$ cat src/rtl/cpu_pkg.sv
// Shared CPU definitions: datapath width default and
// occupancy encoding for the selector pipe buffer.
package cpu_pkg;

   localparam int CPU_WIDTH = 32;

   typedef enum logic [1:0] {
      MSP_EMPTY = 2'd0,
      MSP_ONE   = 2'd1,
      MSP_FULL  = 2'd2
   } msp_state_e;

endpackage

$ cat src/rtl/mux_sel_word.sv
// Combinational N:1 word pick from a flattened bus.
// Out-of-range selects yield zero and raise err.
module mux_sel_word
   import cpu_pkg::*;
#(
   parameter int WIDTH = CPU_WIDTH,
   parameter int N     = 3,
   parameter int SELW  = $clog2(N)
) (
   input  logic [N*WIDTH-1:0] data,
   input  logic [SELW-1:0]    sel,
   output logic [WIDTH-1:0]   word,
   output logic               err
);

   // Decode select; no match leaves the word at zero and flags it
   always_comb begin
      word = '0;
      err  = 1'b1;
      for (int i = 0; i < N; i++) begin
         if (sel == SELW'(i)) begin
            word = data[i*WIDTH +: WIDTH];
            err  = 1'b0;
         end
      end
   end

endmodule

$ cat src/rtl/mux_sel_pipe.sv
// Registered N-way word selector with valid/ready
// handshake, 2-entry skid buffer and flush.
module mux_sel_pipe
   import cpu_pkg::*;
#(
   parameter  int WIDTH = CPU_WIDTH,
   parameter  int N     = 3,
   localparam int SELW  = $clog2(N)
) (
   input  logic               clk,
   input  logic               rst,
   input  logic [N*WIDTH-1:0] in_data,
   input  logic [SELW-1:0]    in_sel,
   input  logic               in_valid,
   output logic               in_ready,
   output logic [WIDTH-1:0]   out_data,
   output logic               out_valid,
   input  logic               out_ready,
   input  logic               flush,
   output logic               sel_err
);

   msp_state_e       state_q;
   msp_state_e       state_n;
   logic             in_ready_q;
   logic [WIDTH-1:0] head_q;
   logic [WIDTH-1:0] skid_q;
   logic             sel_err_q;
   logic [WIDTH-1:0] pick;
   logic             pick_err;
   logic             accept;
   logic             drain;
   logic             head_ld;
   logic             skid_ld;
   logic             skid_mv;

   mux_sel_word #(
      .WIDTH (WIDTH),
      .N     (N),
      .SELW  (SELW)
   ) u_pick (
      .data  (in_data),
      .sel   (in_sel),
      .word  (pick),
      .err   (pick_err)
   );

   assign out_valid = (state_q != MSP_EMPTY);
   assign in_ready  = in_ready_q;
   assign out_data  = head_q;
   assign sel_err   = sel_err_q;
   assign accept    = in_valid & in_ready_q;
   assign drain     = out_valid & out_ready;

   // Occupancy transitions and buffer load enables
   always_comb begin
      state_n = state_q;
      head_ld = 1'b0;
      skid_ld = 1'b0;
      skid_mv = 1'b0;
      if (flush) begin
         state_n = MSP_EMPTY;
      end else begin
         unique case (state_q)
            MSP_EMPTY: begin
               if (accept) begin
                  head_ld = 1'b1;
                  state_n = MSP_ONE;
               end
            end
            MSP_ONE: begin
               if (accept && drain) begin
                  head_ld = 1'b1;
               end else if (accept) begin
                  skid_ld = 1'b1;
                  state_n = MSP_FULL;
               end else if (drain) begin
                  state_n = MSP_EMPTY;
               end
            end
            MSP_FULL: begin
               if (drain) begin
                  skid_mv = 1'b1;
                  state_n = MSP_ONE;
               end
            end
            default: state_n = MSP_EMPTY;
         endcase
      end
   end

   // State register; in_ready registered from next state
   always_ff @(posedge clk) begin
      if (rst) begin
         state_q    <= MSP_EMPTY;
         in_ready_q <= 1'b1;
      end else begin
         state_q    <= state_n;
         in_ready_q <= (state_n != MSP_FULL);
      end
   end

   // Head and skid word registers; flush leaves contents
   always_ff @(posedge clk) begin
      if (rst) begin
         head_q <= '0;
         skid_q <= '0;
      end else begin
         if (head_ld)
            head_q <= pick;
         else if (skid_mv)
            head_q <= skid_q;
         if (skid_ld)
            skid_q <= pick;
      end
   end

   // Sticky out-of-range flag, cleared only by reset
   always_ff @(posedge clk) begin
      if (rst)
         sel_err_q <= 1'b0;
      else if (accept && pick_err)
         sel_err_q <= 1'b1;
   end

endmodule
$ cat config.mk
export PLATFORM = sky130hd
export DESIGN_NAME = mux_sel_pipe
export DESIGN_NICKNAME = d
export VERILOG_FILES = /design/src/rtl/cpu_pkg.sv /design/src/rtl/mux_sel_word.sv /design/src/rtl/mux_sel_pipe.sv
export SDC_FILE = /design/constraint.sdc
export NUM_CORES = 1
export LEC_CHECK = 0
export CAP_MARGIN = 25
export CORE_AREA = 2 2 108 110
export CTS_BUF_LIST = sky130_fd_sc_hd__clkbuf_16
export DETAILED_ROUTE_END_ITERATION = 12
export DIE_AREA = 0 0 110 112
export GPL_ROUTABILITY_DRIVEN = 0
export GPL_TIMING_DRIVEN = 0
export HOLD_SLACK_MARGIN = 0.1
export PLACE_DENSITY_LB_ADDON = 0.12
export SYNTH_ARGS = -nofsm -noshare
export SYNTH_HDL_FRONTEND = slang
export SYNTH_SLANG_ARGS = --single-unit
$ cat constraint.sdc
create_clock -name clk -period 2 [get_ports clk]
set_input_delay 0.3 -clock clk [delete_from_list [all_inputs] [get_ports clk]]
set_output_delay 0.3 -clock clk [all_outputs]
set_load 0.005 [all_outputs]
# After elaboration in Yosys (flattened, before gate mapping)
# Index checks and enable logic that the tools add are counted.
# classes
eq_ne	5
n_mux	25
bitwise	2
reduce_logical	6
# op_table
cell	count
32-bit 2-to-1 mux	5
1-bit 2-to-1 mux	12
2-bit 2-to-1 mux	6
2-bit one-hot mux with 3 select lines	1
2-bit by 1-bit == test with 1-bit output, second input constant	2
2-bit == test, second input constant	2
2-bit logical NOT	2
2-bit nonzero test	2
1-bit bitwise AND	2
1-bit logical AND	2
2-bit != test, second input constant	1
1-bit one-hot mux with 2 select lines	1
# totals
register_bits	68
out_inout_bits	35

# Logic depth before layout (Yosys ltp)
# Gate-level depths: netlist (run 1).
# logic_depth
word_depth	8
mapped_depth	6
ltp_nobuf	4

# Hierarchy
# From an unflattened synthesis (run 1), not the netlist that was laid out.
# hier_totals
hier_cells	429
area_unflattened_um2	3897.5
# modules_own_cells
module	instances	cells_each	area_each_um2
mux_sel_pipe	1	351	2950.3
mux_sel_word	1	78	947.2

# Worst setup path after synthesis (run 1)
# OpenSTA, ideal clock, no wires.
# synth_path
path_kind	input to register
from	input port out_ready
to	register skid_q[1]
setup_time_ns	0.146
arrival_ns	1.352
required_time_ns	1.854
slack_ns	0.502
cell_stages	4
n_path_buf	1
cell_sequence	nand2b_2 nor4_4 buf_2 a211oi_2
# synth_between
elab_chain_cells	5
# synth_rtl
item	line_no	rtl
from (decl)	mux_sel_pipe.sv:18	input logic out_ready,
1-bit bitwise AND	mux_sel_pipe.sv:53	assign drain = out_valid & out_ready;
1-bit logical AND	mux_sel_pipe.sv:72	if (accept && drain) begin
1-bit 2-to-1 mux	mux_sel_pipe.sv:72	
1-bit 2-to-1 mux	mux_sel_pipe.sv:64	unique case (state_q)
1-bit 2-to-1 mux	mux_sel_pipe.sv:61	if (flush) begin
to (signal assigned)	mux_sel_pipe.sv:114	skid_q <= pick;
to (decl)	mux_sel_pipe.sv:27	logic [WIDTH-1:0] skid_q;
# Every way passes these cells.
# A chain may end at the register's enable or synchronous reset.

# Worst setup path in the final report (run 1)
# layout_path
from	input port out_ready
to	register head_q[16], in the netlist out_data[16]
# layout_between
elab_chain_cells	6
# layout_rtl
item	line_no	rtl
1-bit bitwise AND *	mux_sel_pipe.sv:53	
1-bit logical AND	mux_sel_pipe.sv:72	
1-bit 2-to-1 mux	mux_sel_pipe.sv:72	
1-bit one-hot mux with 2 select lines	mux_sel_pipe.sv:64	
1-bit 2-to-1 mux	mux_sel_pipe.sv:61	
32-bit 2-to-1 mux or 2-bit nonzero test (tied branches)	--	
to (signal assigned)	mux_sel_pipe.sv:110	head_q <= pick;
to (signal assigned)	mux_sel_pipe.sv:112	head_q <= skid_q;
to (decl)	mux_sel_pipe.sv:26	logic [WIDTH-1:0] head_q;
# Mark *: on every way between the ends. The rest lies on a longest branch, timed or not.

==> results of run 1 <==
-- routing by layer --
| layer | vias to the layer above | global-route usage (%) | wire (um) |
|---|---|---|---|
| li1 | 1548 | - | - |
| met1 | 1491 | 20.9 | 4510 |
| met2 | 97 | 28.6 | 4940 |
| met3 | 9 | 4.68 | 742 |
| met4 | 0 | 5.23 | 95 |
| met5 | - | 0 | 0 |
-- how the worst max path moves through the flow --
stage / to / slack (ns) / depth (start not counted) / start
after floorplan: skid_q[1] / 0.50 / 4 / out_ready
after global placement: skid_q[3] / -0.28 / 5 / out_ready
after detailed placement: skid_q[6] / -0.33 / 5 / out_ready
after CTS: out_data[16] / 0.03 / 7 / out_ready
after global routing: out_data[16] / 0.03 / 7 / out_ready
final: out_data[16] / 0.14 / 7 / out_ready
-- cells in the final DEF, fill, tap and decap left out, drive strengths merged --
cell	count
clkbuf	23
a211oi	32
dfxtp	68
nor2	67
inv	2
nand2	1
or2	2
a41oi	1
nand3b	1
clkdlybuf4s50	135
mux2i	65
diode	1
nor4	2
nand2b	2
xnor2	1
o22ai	32
buf	19
o21a	1
clkinv	4
or4	1
a21oi	32
nor3	1
nor4b	1
nor2b	1
-- through the flow --
| stage | instances | hold slack [ns] |
|---|---|---|
| after floorplan | 343 | 0.377 |
| final | 638 | 0.414 |
| after CTS | 636 | 0.408 |
| after detailed placement | 621 | 0.464 |
| after global placement | 621 | 0.454 |
| after global routing | 637 | 0.442 |
-- state kept, by name, indices dropped and copies added (netlist names) --
register  flops
in_ready      1
out_data     32
sel_err       1
skid_q       32
state_q       2
-- power breakdown --
group	internal, uW	switching (uW)
clock	808	540
combinational	331	241
sequential	1400	21.4
-- layout make-up --
cell class | instances | area share [%]
Antenna cell | 1 | 0.0490
Clock inverter | 6 | 0.490
Buffer | 32 | 3.43
Tap cell | 143 | 3.50
Multi-Input combinational cell | 243 | 34.6
Clock buffer | 9 | 4.41
Timing Repair Buffer | 136 | 26.8
Sequential cell | 68 | 26.6
-- worst min-delay path: cells and delay by family --
kind / cells / cell delay, ns
AO/OA/AOI/OAI: 2 / 0.15
buffers and inverters: 1 / 0.14
AND/OR/NAND/NOR: 1 / 0.10
-- cell families after synthesis --
kind of cell	after synthesis	synth area share, %
AND/OR/NAND/NOR	79	10.5
flip-flops	68	41.3
XOR/XNOR	1	0.266
buffers and inverters	32	5.27
AO/OA/AOI/OAI	98	22.9
multiplexers	65	19.7
-- what timing repair did --
action / CTS / global route
setup buffers: 0 / 1
pin swaps: 1 / 1
resized for setup: 0 / 3
setup endpoints to repair: 1 / 41
==> qor.txt, run 1 <==
final core occ: 45.7%
Crit path max-delay family: buffers and inverters
WS Path Type: in -> reg
row cnt: 39
slew margin rel.: 47.0%
wire per inst: 16.1 um
Worst EP arrival: 2.06 ns
crit path cell chain: clkdlybuf4s50_1 > nand2b_2 > nor4b_2 > or2_2 > clkbuf_1 > buf_2 > o22ai_1
worst skew pair latency: 0.32 ns
ANT nets after route: 0
CTS tree: built
Worst R2R End: out_data[16]
Via Count: 3145
placed inst area: 4830 um2
global-route wire length before repair: 16200 um
CP bufs+invs: 3
Port Buffers: 135
worst hold start: in_sel[1]
Setup Viol. Count Final: 0
achievable frequency: 536 MHz
Core Box Area: 11200 um2
GRT Util Overall: 17.0%
post-synth top area share: 41.3%
DR DRC count: 0
Hold Path Depth: 4
die width: 110 um
syn_area_per_cell: 9.62 um2
Setup Skew: 0.00545 ns
#FFs+latches synth: 68
layout cell share with drive strength beyond 1: 13.2%
R2R depth: 6
total power: 3340 uW
Syn. warnings: 0
Mapped Cells: 343
Post-synth EDFFs: 0
Final WS setup: 0.136 ns
WHS Endpoint: out_data[30]
post-synth top area cell: dfxtp_1
GR Overflow Total: 0
Worst-path clk slew: 0.05 ns
vias in the first global route: 3184
Synth area leaders: dfxtp_1 41%, mux2i_1 20%, a211oi_2 11%
ys flop type: dfxtp_1
P_leak: 0.00176 uW
synthesized cell area: 3300 um2
Post-synth top cells: 68 x dfxtp_1, 66 x nor2_1, 65 x mux2i_1
H-tree Lvls: 3
cell with the most instances after synthesis: dfxtp_1
drt first pass iters: 4
Die Ht: 112 um
Filler cells: 1116
FF-to-FF setup slack: 0.28 ns
Starting Density: 29.5%
Final Cycle Share: 93.2%
Iter 0 DRT Violations: 98
Worst setup EP type: flop
pre-CTS worst setup slack: -0.331 ns
fin crit period: 1.86 ns
placed wire-length estimate: 7510 um
DR vias/cell: 4.93
Slew @ Worst Pin: 0.795 ns
Async SR Flop Fraction: 0%
CTS root buf: clkbuf_16
final WL: 10300 um
total CTS buffers: 9
CP max stage delay: 0.52 ns
outcome: finished, final reports clean
Cell Pwr Density: 653 nW/um2
Maximum Capacitance Violations: 0
clk buf depth: 2
area of the die: 12300 um2
Area growth syn-to-layout: 54.9%
Post-layout nets: 593
Seq/Total Area, Yosys: 41.3%
max-slew violation count: 0
Hold WC Path Type: in -> reg
initial antenna violation count: 1
worst vdd ir: 0.000306 V
IO Count: 138
RSZ-0062 raised after global routing: no
worst r2r src: in_ready
Syn Nets: 446
slowest cell on the critical path: clkdlybuf4s50_1
Required @ worst endpoint: 2.19 ns
largest net degree at the start of global routing: 11
multi-input logic area: 1770 um2
total negative slack: 0 ns
Hold Buf Count CTS: 0
Setup crit start kind: input pin
Netlist cell types: 26
Register Area: 1360 um2
Sink Count: 68
Crit Path Max Fanout: 10
post-route cell area: 5110 um2
Final Hold Viols: 0
(Power assumes the default switching activity.)
==> run 2: changes to the inputs <==
--- a/config.mk
+++ b/config.mk
@@ -6,10 +6,11 @@
 export NUM_CORES = 1
 export LEC_CHECK = 0
 export CAP_MARGIN = 25
-export CORE_AREA = 2 2 108 110
+export CORE_AREA = 3 3 109 111
 export CTS_BUF_LIST = sky130_fd_sc_hd__clkbuf_16
+export CTS_CLUSTER_SIZE = 30
 export DETAILED_ROUTE_END_ITERATION = 12
-export DIE_AREA = 0 0 110 112
+export DIE_AREA = 0 0 112 114
 export GPL_ROUTABILITY_DRIVEN = 0
 export GPL_TIMING_DRIVEN = 0
 export HOLD_SLACK_MARGIN = 0.1
==> qor.txt, run 2 (synthesized netlist as in run 1, its figures left out) <==
ANT cells: 0 (-1)
GR Overflow Total: 0 (unchanged)
worst skew pair latency: 0.33 ns (about the same)
CP startpoint: out_ready
area of the die: 12800 um2 (+3.6%)
Slew @ Worst Pin: 0.791 ns (-0.00386 ns)
FF-to-FF setup slack: 0.31 ns (+0.03 ns)
DR vias/cell: 4.89 (-0.83%)
most frequent cells in the layout: 135 x clkdlybuf4s50_1, 68 x dfxtp_1, 66 x nor2_1
CP bufs+invs: 3 (unchanged)
vias in the first global route: 3257 (+2.3%)
grt met3 use: 5.31% (+0.62 points)
wire per inst: 16.1 um (about the same)
met2 GRT Util: 27.6% (-1.1 points)
pre-CTS worst setup slack: -0.316 ns (+0.0148 ns)
most common cell after layout, fill and taps aside: clkdlybuf4s50_1
Hold Buf Count CTS: 0 (unchanged)
CTS root buf: clkbuf_16
GRT Util Overall: 16.3% (-0.76 points)
die width: 112 um (+1.8%)
Setup Viol. Count Final: 0 (unchanged)
met1 Usage GRT: 20.2% (-0.71 points)
achievable frequency: 553 MHz (+3.1%)
RSZ-0062 raised after global routing: no
Final WS setup: 0.191 ns (+0.0553 ns)
final WL: 10300 um (-0.30%)
busiest grt layer: met2
total CTS buffers: 9 (unchanged)
max-slew violation count: 0 (unchanged)
slew margin rel.: 47.3% (+0.26 points)
IO Count: 138 (unchanged)
worst vdd ir: 0.000337 V (+10%)
Setup Skew: 0.00785 ns (+0.00240 ns)
Area growth syn-to-layout: 57.3%
clk buf depth: 2 (unchanged)
Port Buffers: 135 (unchanged)
worst r2r src: state_q[1]
end of the critical path: out_data[12]
Iter 0 DRT Violations: 109 (+11%)
Crit Path Max Fanout: 10 (unchanged)
P_leak: 0.00180 uW (+2.2%)
Crit path max-delay family: buffers and inverters
Worst EP arrival: 2.01 ns (-0.05 ns)
placed wire-length estimate: 7600 um (+1.2%)
Worst setup EP type: flop
Starting Density: 30.3% (+0.78 points)
Required @ worst endpoint: 2.20 ns (about the same)
H-tree Lvls: 3 (unchanged)
Cell Pwr Density: 728 nW/um2 (+11%)
Post-layout nets: 594 (+0.17%)
CP max stage delay: 0.52 ns (about the same)
WS Path Type: in -> reg
final core occ: 47.7% (+2.0 points)
slowest cell on the critical path: clkdlybuf4s50_1
Hold Slack: 0.436 ns (+0.0224 ns)
layout cell share with drive strength beyond 1: 14.5% (+1.4 points)
Worst R2R End: out_data[7]
Final Cycle Share: 90.4% (-2.8 points)
DR DRC count: 0 (unchanged)
largest net degree at the start of global routing: 13 (+2)
CTS tree: built
Setup crit start kind: input pin
Core Box Area: 10900 um2 (-2.6%)
initial antenna violation count: 0 (-1)
outcome: finished, final reports clean
Maximum Capacitance Violations: 0 (unchanged)
Critical Path Stages: 7 (unchanged)
Sink Count: 68 (unchanged)
fin crit period: 1.81 ns (-0.0553 ns)
global-route wire length before repair: 16700 um (+3.1%)
Hold WC Path Type: in -> reg
ANT nets after route: 0 (unchanged)
Worst-path clk slew: 0.06 ns (about the same)
Via Count: 3109 (-1.1%)
Final Hold Viols: 0 (unchanged)
Die Ht: 114 um (+1.8%)
crit path cell chain: clkdlybuf4s50_1 > nand2b_2 > nor4b_2 > or2_2 > clkbuf_1 > buf_2 > o22ai_1
drt first pass iters: 4 (unchanged)
R2R depth: 5 (-1)
row cnt: 38 (-2.6%)
## run 2: through the flow
step                total power (uW)  instance area [um2]  cells  setup TNS, ns
finish                          3780                 5190    636              0
global route                    3930                 5190    636              0
CTS                             3820                 5170    634              0
detailed placement              2020                 4830    618         -15.81
global placement                2010                 4830    618         -15.52
floorplan                       1690                 3300    343              0
## run 2: where the power goes
part	total [uW]	leakage (uW)	switching [uW]	internal [uW]
Sequential	1420	0.000551	21.6	1400
Clock	1790	0.000163	581	1210
Combinational	567	0.00109	236	331
Total	3780	0.00180	839	2940
## run 2: area by class of cell
type	count	area, um2
multi-input combinational	243	1770
timing repair buffer	137	1370
tap	140	175
fill	1052	5700
clock inverter	7	115
sequential	68	1360
clock buffer	9	225
buffer	32	178
## run 2: worst min path at each step
stage	from	endpoint	slack [ns]	cells past startpoint
finish	in_sel[1]	out_data[30]	0.44	4
global route	in_sel[1]	out_data[30]	0.50	4
CTS	in_sel[1]	out_data[30]	0.43	4
detailed placement	sel_err	sel_err	0.46	2
global placement	sel_err	sel_err	0.45	2
floorplan	flush	state_q[0]	0.38	1
## run 2: what timing repair did
item                       CTS  global route
hold endpoints to repair     0             0
setup endpoints to repair    0            44
resized for setup            0             7
setup buffers                0             2
## run 2: metal layers
layer  part of all wire [%]  vias to the layer above  wire [um]
met1                     45                     1456       4590
li1                       -                     1545          -
met3                    7.5                        9        766
met5                      0                        -          0
met4                   0.82                        0         84
met2                     47                       99       4810
## run 2: worst reg2reg max path, stage by stage, from the launching register on
cell and delay, ns:
dfxtp_1 0.50, nand3b_1 0.17, nor2_2 0.27, buf_4 0.29, mux2i_1 0.23, o22ai_1 0.10
